==> config.mk <==
export PLATFORM = sky130hd
export DESIGN_NAME = rv_iopmp_err_reader
export DESIGN_NICKNAME = d
export VERILOG_FILES = /design/src/rtl/rv_iopmp_pkg.sv /design/src/rtl/rv_iopmp_err_reader_if.sv /design/src/rtl/fifo_v3.sv /design/src/rtl/rv_iopmp_err_reader_fsm.sv /design/src/rtl/rv_iopmp_err_reader.sv
export SDC_FILE = /design/constraint.sdc
export NUM_CORES = 1
export LEC_CHECK = 0
export ABC_AREA = 1
export CORE_AREA = 4 4 228 230
export CTS_BUF_LIST = sky130_fd_sc_hd__clkbuf_2 sky130_fd_sc_hd__clkbuf_4 sky130_fd_sc_hd__clkbuf_8
export DETAILED_ROUTE_END_ITERATION = 10
export DIE_AREA = 0 0 232 234
export HOLD_SLACK_MARGIN = 0.08
export PLACE_DENSITY = 0.69
export REMOVE_ABC_BUFFERS = 1
export SETUP_SLACK_MARGIN = 0.2
export SYNTH_ARGS = -nofsm -noshare
export SYNTH_HDL_FRONTEND = slang
export SYNTH_HIERARCHICAL = 1
export SYNTH_SLANG_ARGS = --single-unit
==> constraint.sdc <==
create_clock -name clk_i -period 13.3 [get_ports clk_i]
set_input_delay 2.66 -clock clk_i [delete_from_list [all_inputs] [get_ports clk_i]]
set_output_delay 2.66 -clock clk_i [all_outputs]
set_load 0.01 [all_outputs]
==> src/rtl/rv_iopmp_pkg.sv <==
// Types and IOPMP error-capture register offsets shared by the error-record reader.
package rv_iopmp_pkg;

    localparam logic [31:0] ERR_REQINFO_OFF  = 32'h60;
    localparam logic [31:0] ERR_REQID_OFF    = 32'h64;
    localparam logic [31:0] ERR_REQADDR_OFF  = 32'h68;
    localparam logic [31:0] ERR_REQADDRH_OFF = 32'h6C;

    typedef struct packed {
        logic [31:0] addr;
        logic        write;
        logic [31:0] wdata;
        logic [3:0]  wstrb;
        logic        valid;
    } iopmp_reg_req_t;

    typedef struct packed {
        logic [31:0] rdata;
        logic        error;
        logic        ready;
    } iopmp_reg_rsp_t;

    typedef struct packed {
        logic [1:0]  ttype;
        logic [2:0]  etype;
        logic [15:0] sid;
        logic [15:0] eid;
        logic [63:0] addr;
    } err_record_t;

    typedef enum logic [2:0] {
        IDLE,
        RD_INFO,
        RD_ID,
        RD_ADDR,
        RD_ADDRH,
        CLR
    } rd_state_e;

    // CLR targets the info register again: writing 1 to v releases the capture.
    function automatic logic [31:0] state_reg_off(rd_state_e s);
        case (s)
            RD_ID:    return ERR_REQID_OFF;
            RD_ADDR:  return ERR_REQADDR_OFF;
            RD_ADDRH: return ERR_REQADDRH_OFF;
            default:  return ERR_REQINFO_OFF;
        endcase
    endfunction

endpackage

==> src/rtl/rv_iopmp_err_reader_if.sv <==
// Register-interface bundle between the reader (master) and the IOPMP register map (slave).
interface rv_iopmp_err_reader_if
    import rv_iopmp_pkg::*;
#(
    parameter type reg_req_t = iopmp_reg_req_t,
    parameter type reg_rsp_t = iopmp_reg_rsp_t
) ();

    reg_req_t req;
    reg_rsp_t rsp;

    modport master (output req, input rsp);
    modport slave  (input req, output rsp);

endinterface

==> src/rtl/fifo_v3.sv <==
// Synchronous FIFO with the common_cells fifo_v3 port shape; a push while full is accepted when a pop happens in the same cycle.
module fifo_v3 #(
    parameter bit          FALL_THROUGH = 1'b0,
    parameter int unsigned DATA_WIDTH   = 32,
    parameter int unsigned DEPTH        = 8,
    parameter type         dtype        = logic [DATA_WIDTH-1:0]
) (
    input  logic clk_i,
    input  logic rst_ni,
    input  logic flush_i,
    output logic full_o,
    output logic empty_o,
    input  dtype data_i,
    input  logic push_i,
    output dtype data_o,
    input  logic pop_i
);

    localparam int unsigned AW = (DEPTH > 1) ? $clog2(DEPTH) : 1;
    localparam int unsigned CW = AW + 1;

    dtype          mem_q [DEPTH];
    logic [AW-1:0] rd_ptr_q, wr_ptr_q;
    logic [CW-1:0] cnt_q;
    logic          bypass, do_pop, rd_adv, wr_en;

    assign bypass  = FALL_THROUGH && (cnt_q == '0) && push_i;
    assign empty_o = (cnt_q == '0) && !bypass;
    assign full_o  = (cnt_q == CW'(DEPTH));
    assign data_o  = bypass ? data_i : mem_q[rd_ptr_q];
    assign do_pop  = pop_i && !empty_o;
    assign rd_adv  = do_pop && !bypass;
    assign wr_en   = push_i && (!full_o || do_pop) && !(bypass && do_pop);

    always_ff @(posedge clk_i or negedge rst_ni) begin
        if (!rst_ni) begin
            rd_ptr_q <= '0;
            wr_ptr_q <= '0;
            cnt_q    <= '0;
        end else if (flush_i) begin
            rd_ptr_q <= '0;
            wr_ptr_q <= '0;
            cnt_q    <= '0;
        end else begin
            if (wr_en) wr_ptr_q <= wr_ptr_q + AW'(1);
            if (rd_adv) rd_ptr_q <= rd_ptr_q + AW'(1);
            cnt_q <= cnt_q + CW'(wr_en) - CW'(rd_adv);
        end
    end

    always_ff @(posedge clk_i) begin
        if (wr_en && !flush_i) mem_q[wr_ptr_q] <= data_i;
    end

endmodule

==> src/rtl/rv_iopmp_err_reader_fsm.sv <==
// Access sequencer: reads the IOPMP error capture registers one at a time, assembles the record, then clears v.
module rv_iopmp_err_reader_fsm
    import rv_iopmp_pkg::*;
#(
    parameter logic [31:0] BASE_ADDR = 32'h0
) (
    input  logic                         clk_i,
    input  logic                         rst_i,
    input  logic                         wsi_i,
    input  logic                         poll_i,
    rv_iopmp_err_reader_if.master        bus,
    output logic                         push_o,
    output err_record_t                  rec_o,
    output logic                         bus_err_o,
    output logic                         busy_o
);

    rd_state_e   state_q, state_d;
    err_record_t rec_q, rec_d;
    logic        bus_err_q, bus_err_d;

    always_ff @(posedge clk_i or posedge rst_i) begin
        if (rst_i) begin
            state_q   <= IDLE;
            bus_err_q <= 1'b0;
        end else begin
            state_q   <= state_d;
            bus_err_q <= bus_err_d;
        end
    end

    always_ff @(posedge clk_i) begin
        rec_q <= rec_d;
    end

    // Request fields depend only on state, so they stay put while ready is low.
    always_comb begin
        state_d   = state_q;
        rec_d     = rec_q;
        bus_err_d = bus_err_q;
        push_o    = 1'b0;
        bus.req   = '0;

        if (state_q == IDLE) begin
            if (wsi_i || poll_i) state_d = RD_INFO;
        end else begin
            bus.req.valid = 1'b1;
            bus.req.wstrb = 4'hF;
            bus.req.addr  = BASE_ADDR + state_reg_off(state_q);
            bus.req.write = (state_q == CLR);
            bus.req.wdata = (state_q == CLR) ? 32'h1 : 32'h0;

            if (bus.rsp.ready) begin
                if (bus.rsp.error) begin
                    bus_err_d = 1'b1;
                    state_d   = IDLE;
                end else begin
                    case (state_q)
                        RD_INFO: begin
                            if (bus.rsp.rdata[0]) begin
                                rec_d.ttype = bus.rsp.rdata[2:1];
                                rec_d.etype = bus.rsp.rdata[6:4];
                                state_d     = RD_ID;
                            end else begin
                                state_d = IDLE;
                            end
                        end
                        RD_ID: begin
                            rec_d.sid = bus.rsp.rdata[15:0];
                            rec_d.eid = bus.rsp.rdata[31:16];
                            state_d   = RD_ADDR;
                        end
                        RD_ADDR: begin
                            rec_d.addr[31:0] = bus.rsp.rdata;
                            state_d          = RD_ADDRH;
                        end
                        RD_ADDRH: begin
                            rec_d.addr[63:32] = bus.rsp.rdata;
                            state_d           = CLR;
                        end
                        CLR: begin
                            push_o  = 1'b1;
                            state_d = IDLE;
                        end
                        default: state_d = IDLE;
                    endcase
                end
            end
        end
    end

    assign rec_o     = rec_q;
    assign bus_err_o = bus_err_q;
    assign busy_o    = (state_q != IDLE);

endmodule

==> src/rtl/rv_iopmp_err_reader.sv <==
// IOPMP error-record reader: drains the error capture registers on interrupt or poll into a record queue.
module rv_iopmp_err_reader
    import rv_iopmp_pkg::*;
#(
    parameter type         reg_req_t  = iopmp_reg_req_t,
    parameter type         reg_rsp_t  = iopmp_reg_rsp_t,
    parameter logic [31:0] BASE_ADDR  = 32'h0,
    parameter int unsigned FIFO_DEPTH = 4
) (
    input  logic        clk_i,
    input  logic        rst_i,
    input  logic        wsi_i,
    input  logic        poll_i,
    output reg_req_t    cfg_req_o,
    input  reg_rsp_t    cfg_rsp_i,
    output logic        rec_valid_o,
    output err_record_t rec_o,
    input  logic        rec_ready_i,
    output logic [7:0]  drop_cnt_o,
    output logic        bus_err_o,
    output logic        busy_o
);

    rv_iopmp_err_reader_if #(
        .reg_req_t (reg_req_t),
        .reg_rsp_t (reg_rsp_t)
    ) bus ();

    assign cfg_req_o = bus.req;
    assign bus.rsp   = cfg_rsp_i;

    logic        rec_push;
    err_record_t rec_cur;

    rv_iopmp_err_reader_fsm #(
        .BASE_ADDR (BASE_ADDR)
    ) u_fsm (
        .clk_i     (clk_i),
        .rst_i     (rst_i),
        .wsi_i     (wsi_i),
        .poll_i    (poll_i),
        .bus       (bus),
        .push_o    (rec_push),
        .rec_o     (rec_cur),
        .bus_err_o (bus_err_o),
        .busy_o    (busy_o)
    );

    logic fifo_full, fifo_empty, fifo_push, fifo_pop, drop;

    // A pop in the same cycle frees the slot, so a full queue still takes the push.
    assign fifo_pop  = rec_ready_i && !fifo_empty;
    assign fifo_push = rec_push && (!fifo_full || fifo_pop);
    assign drop      = rec_push && fifo_full && !fifo_pop;

    fifo_v3 #(
        .FALL_THROUGH (1'b0),
        .DEPTH        (FIFO_DEPTH),
        .dtype        (err_record_t)
    ) u_fifo (
        .clk_i   (clk_i),
        .rst_ni  (~rst_i),
        .flush_i (1'b0),
        .full_o  (fifo_full),
        .empty_o (fifo_empty),
        .data_i  (rec_cur),
        .push_i  (fifo_push),
        .data_o  (rec_o),
        .pop_i   (fifo_pop)
    );

    assign rec_valid_o = !fifo_empty;

    logic [7:0] drop_cnt_q, drop_cnt_d;

    always_comb begin
        drop_cnt_d = drop_cnt_q;
        if (drop && (drop_cnt_q != 8'hFF)) drop_cnt_d = drop_cnt_q + 8'd1;
    end

    always_ff @(posedge clk_i or posedge rst_i) begin
        if (rst_i) drop_cnt_q <= '0;
        else       drop_cnt_q <= drop_cnt_d;
    end

    assign drop_cnt_o = drop_cnt_q;

endmodule

Yosys cells after proc, flatten, opt, wreduce, memory -nomap -nowiden:

Memories as Yosys holds them, arrays and structs flattened.
Cells that the tools add are included.

* bits in registers: 120
* bits in writable memories: 404
* word-level logic and storage cells: 66
* memories: 1

* add/subtract/negate cells: 5
* equal/unequal tests: 8
* multiplexer cells: 15
* bitwise gates (word level): 2
* reduce and logical (&&, ||, !) cells: 23

Memories
* u_fifo.mem_q: depth 4, width 101, rd ports 1, clocked after memory_dff 0, wr ports 1, line fifo_v3.sv:22 `dtype mem_q [DEPTH];`

Operators by type and width (number)
* $mux W70: 1
* $mux W3: 4
* $pmux W3 S4: 1
* $pmux W4 S3: 1
* $reduce_and A4 Y1: 3
* $eq A3 B3 Y1 const B: 3
* $add A8 B1 Y8 const B: 1
* $ne A8 B8 Y1 const B: 1
* $logic_and A1 B1 Y1: 7
* $mux W1: 7
* $eq A3 B2 Y1 const B: 2
* $logic_not A3 Y1: 2
* $reduce_and A5 Y1: 1
* $add A2 B1 Y2 const B: 2
* $add A3 B1 Y3: 1
* $eq A3 B1 Y1 const B: 1
* $logic_not A1 Y1: 3
* $logic_or A1 B1 Y1: 3
* $reduce_and A3 Y1: 1
* $reduce_bool A3 Y1: 1
* $sub A3 B1 Y3: 1
* $mux W2: 1
* $ne A2 B2 Y1 const B: 1
* $not A1 Y1: 2
* other kinds (2): 2

Logic depth before layout (Yosys ltp):

* word-level depth: 9
* depth in mapped cells: 16

By module:

The synthesis kept the hierarchy.

Modules (own cells, without submodules)
* fifo_v3: times used 1, cells an instance 1040, area each 15473.6 µm², sequential area each 12306.8 µm²
* rv_iopmp_err_reader_fsm: times used 1, cells an instance 217, area each 3858.7 µm², sequential area each 3133.0 µm²
* rv_iopmp_err_reader: times used 1, cells an instance 74, area each 541.8 µm², sequential area each 200.2 µm²

Worst setup path before layout:

OpenSTA, ideal clock, no wires.

* path kind: input to register
* start point: input port cfg_rsp_i[0] (netlist bit)
* end point: memory u_fifo/mem_q[0][0] (netlist bit), enable pin
* library setup time: 0.562 ns
* data arrival time: 7.916 ns
* setup slack: 4.822 ns
* stages on the path: 7
* path buffers: 0
* cells stage by stage: inv_1 -> nor2_1 -> inv_1 -> nor2_1 -> a21boi_0 -> nand3_1 -> nor2_1

* cells in the longest elaborated chain, start to end: 6

RTL lines
* start: declaration: line rv_iopmp_err_reader.sv:15 `input reg_rsp_t cfg_rsp_i,`
* $mux W1: line rv_iopmp_err_reader_fsm.sv:53 `if (bus.rsp.ready) begin`
* $mux W1: line rv_iopmp_err_reader_fsm.sv:44 `if (state_q == IDLE) begin`
* named net rec_push: line rv_iopmp_err_reader.sv:32 `logic rec_push;`
* $logic_and A1 B1 Y1: line rv_iopmp_err_reader.sv:53 `assign fifo_push = rec_push && (!fifo_full || fifo_pop);`
* named net fifo_push: line rv_iopmp_err_reader.sv:49 `logic fifo_full, fifo_empty, fifo_push, fifo_pop, drop;`
* $logic_and A1 B1 Y1: line fifo_v3.sv:33 `assign wr_en = push_i && (!full_o || do_pop) && !(bypass && do_pop);`
* $mux W1: line fifo_v3.sv:52 `if (wr_en && !flush_i) mem_q[wr_ptr_q] <= data_i;`
* $mux W1 (implied by the code): line fifo_v3.sv:52
* end: declaration: line fifo_v3.sv:22

The timed path passes the listed nets, and every way through them passes these cells.

==> flow_summary.yaml <==
run_status:
  outcome: "finished clean"
timing:
  slew_headroom_pct: 16.9
  fmax_mhz: 149
  skew_ns: 0.0274
  hold_viol_final: 0
  grt_setup_unrepaired: "no"
  finalSetupViolations: 0
  tightestPinTransition_ns: 1.25
  finalCriticalPeriod_ns: 6.71
  finalSetupTns_ns: 0
  maxSlewViolCount: 0
  finalCritPeriodShare_pct: 50.5
  holdWs_ns: 0.487
global_routing:
  track_usage_pct: 15.2
  grt_pass1_wl_um: 63400
  grt_pass1_vias: 11100
  antenna_found_initial: 0
  grt_overflow: 0
  grt_max_degree: 204
pwr:
  p_leak_uw: 0.00785
  p_switching_uw: 701
  pwr-share-clk_pct: 38.8
  p_per_area_mw_per_mm2: 141
  p_comb_share_pct: 5.1
  intPower_uw: 2590
  p_seq_share_pct: 56.2
  ir_drop_uv: 116
  p_sw_share_pct: 21.3
critical_path:
  crit_required_ns: 10.64
  cp_num_buf_inv: 2
  reg2reg_from: "u_fifo/cnt_q[1]$_DFF_PN0_"
  r2r_slack_ns: 9.30
  startpoint_type: "flop"
  path_cells: "buf_4, o21ai_0, o22ai_1, clkdlybuf4s50_1"
  timing_worst_setup_path_type: "flop to primary output"
  reg2reg_depth: 10
  worstPathArrival_ns: 4.05
  crit_slowest_cell: "dfrtp_4"
  worstReg2RegEnd: "u_fifo/mem_q[1][23]$_DFFE_PP_"
  crit_fanout: 114
  cp_slowest_stage_delay_ns: 1.04
  cp_top_family: "buffers and inverters"
  end_kind: "primary output"
synthesis:
  yosys-top-cells-count: "edfxtp_1 (505), nor2_1 (224), o21ai_0 (135), o22ai_1 (101), o21ai_1 (72)"
  yosys_warnings: 6
  synth_most_common_cell: "edfxtp_1"
  syn_area_per_cell_um2: 14.9
  ys_ff_latch: 524
  synth_cell_type_count: 37
  netlist_instances: 1331
  synthArstFlopShare_pct: 3.63
  yosys.area.top_type_share_pct: 76.3
  syn-cell-area_mm2: 0.0199
  ys.flop_type: "edfxtp_1"
  yosys-top-cells-area: "edfxtp_1 (76%), nor2_1 (4.2%), o21ai_0 (3.4%)"
  ys_seq_area_share_pct: 78.7
  yosysTopAreaCell: "edfxtp_1"
  synth_edf_count: 505
cells_and_area:
  fin_nets: 1561
  fill_cells: 4300
  area_delta_synth_final_pct: 17.3
  regArea_mm2: 0.0156
  layout-drive-gt1-share_pct: 10.5
  multi_input_area_mm2: 0.00340
  n_antenna_cell: 0
cts:
  numCtsBuffers: 81
  ctsResizeCount: 0
  h-tree-depth: 3
  path_clk_slew_ns: 0.06
  cts_sinks: 524
  cts_hold_buf: 0
  insertion_delay_ns: 0.63
  cts_buffer_depth: 3
  cts_setup_buffers: 0
  cts_tree: "yes"
  cts-root-buf: "clkbuf_8"
placement:
  place_congestion: 0.769
  io_buffers: 161
  hpwl_um: 22600
min_path:
  worstHoldPathType: "flop to flop"
  hold_depth: 0
  min_to: "u_fifo/mem_q[3][34]$_DFFE_PP_"
  min_from: "u_fsm/rec_o[34]$_DFFE_PP_"
die:
  placementRows: 82
  initial_core_util_pct: 39.9
  core_area_mm2: 0.0499
  die_h_um: 234
  io-pin-count: 221
  dieArea_mm2: 0.0543
  die_width_um: 232
detailed_routing:
  via_count: 11100
  drc: 0
  drt_iter0_drc: 651
  avgViaCountPerCell: 4.93
  first_pass_iters: 5
  detail-route-antenna-nets: 0
  wire_per_inst_um: 18.9
  wl_um: 42500
job:
  drv_cap: 0
==> worst max path at each step <==
| stage | start | end | slack, ns | depth (start not counted) |
|---|---|---|---|---|
| CTS | u_fifo/rd_ptr_q[0]$_DFFE_PN0P_ | rec_o[62] | 6.54 | 4 |
| detailed placement | cfg_rsp_i[0] | u_fifo/mem_q[1][23]$_DFFE_PP_ | 6.48 | 10 |
| global route | u_fifo/rd_ptr_q[0]$_DFFE_PN0P_ | rec_o[62] | 6.22 | 4 |
| floorplan | cfg_rsp_i[0] | u_fifo/mem_q[0][0]$_DFFE_PP_ | 4.82 | 7 |
| finish | u_fifo/rd_ptr_q[0]$_DFFE_PN0P_ | rec_o[80] | 6.59 | 4 |
| global placement | cfg_rsp_i[0] | u_fifo/mem_q[1][23]$_DFFE_PP_ | 6.50 | 10 |
==> area by class of cell <==
cell class | count | area share, %
clock buffers | 111 | 5.91
inverters | 36 | 0.644
flip-flops and latches | 524 | 67.1
multi-input cells | 697 | 14.6
repair buffers | 175 | 7.37
well taps | 672 | 3.61
clock inverters | 34 | 0.757
==> sequential cells by signal (all words and copies together) (netlist names) <==
| signal | count |
|---|---|
| u_fsm/bus_err_o | 1 |
| u_fsm/rec_o | 101 |
| drop_cnt_o | 8 |
| u_fifo/cnt_q | 3 |
| u_fsm/state_q | 3 |
| u_fifo/wr_ptr_q | 2 |
| u_fifo/mem_q | 404 |
| u_fifo/rd_ptr_q | 2 |
==> power groups by stage <==
stage                     sequential (uW)  combinational (uW)  clock (uW)
after global routing                 1850                 180        1390
after detailed placement             1880                 167           0
after floorplan                      1880                73.3           0
after CTS                            1850                 168        1310
final                                1850                 167        1280
after global placement               1880                 166           0
==> cell usage in the layout, fill, tap and decap left out, types with 8 or more instances in the layout <==
master and n:
o21ai_1 72, nand3_1 13, dfrtp_1 17, edfxtp_1 505, nand2_1 56, clkinv_1 22
o22ai_1 101, nor2_1 219, o21ai_0 135, nor2_4 8, inv_1 30, clkbuf_8 87
buf_4 14, conb_1 62, clkinv_2 9, clkbuf_4 24, clkdlybuf4s50_1 161
==> worst register-to-register path, stage by stage, from the launching register on <==
cell,delay [ns]
dfrtp_1,0.43
nor2_1,0.09
nand2_1,0.12
inv_1,0.05
inv_1,0.13
nand2_1,0.09
a21boi_0,0.56
nand3_1,0.48
nor2_4,0.17
buf_4,0.79
buf_4,0.69
==> metal layers <==
layer | up-vias | wire length [um] | GRT usage (%)
met3 | 60 | 3040 | 4.11
met5 | - | 0 | 0
met4 | 0 | 819 | 5.32
met2 | 354 | 20300 | 24.5
li1 | 5165 | - | -
met1 | 5498 | 18300 | 20.1
==> per-stage QoR <==
stage / util [%] / cells / area (um^2) / setup WS [ns] / total power (uW)
floorplan: - / 1257 / 19100 / 4.82 / 1950
global placement: 43.6 / 2104 / 21800 / 6.50 / 2050
detailed placement: 43.6 / 2104 / 21800 / 6.48 / 2050
CTS: 46.7 / 2249 / 23300 / 6.54 / 3330
global route: 46.7 / 2249 / 23300 / 6.22 / 3420
finish: 46.7 / 2249 / 23300 / 6.59 / 3290
==> logic make-up after synthesis <==
| family | after synthesis | synth area share, % |
|---|---|---|
| AO/OA/AOI/OAI | 312 | 8.59 |
| XOR/XNOR | 4 | 0.176 |
| adder cells (fa/ha/maj) | 7 | 0.478 |
| buffers and inverters | 170 | 5.58 |
| flip-flops | 524 | 78.7 |
| other | 2 | 0.0378 |
| AND/OR/NAND/NOR | 312 | 6.45 |
No activity file was read; power rests on OpenSTA's default activity.
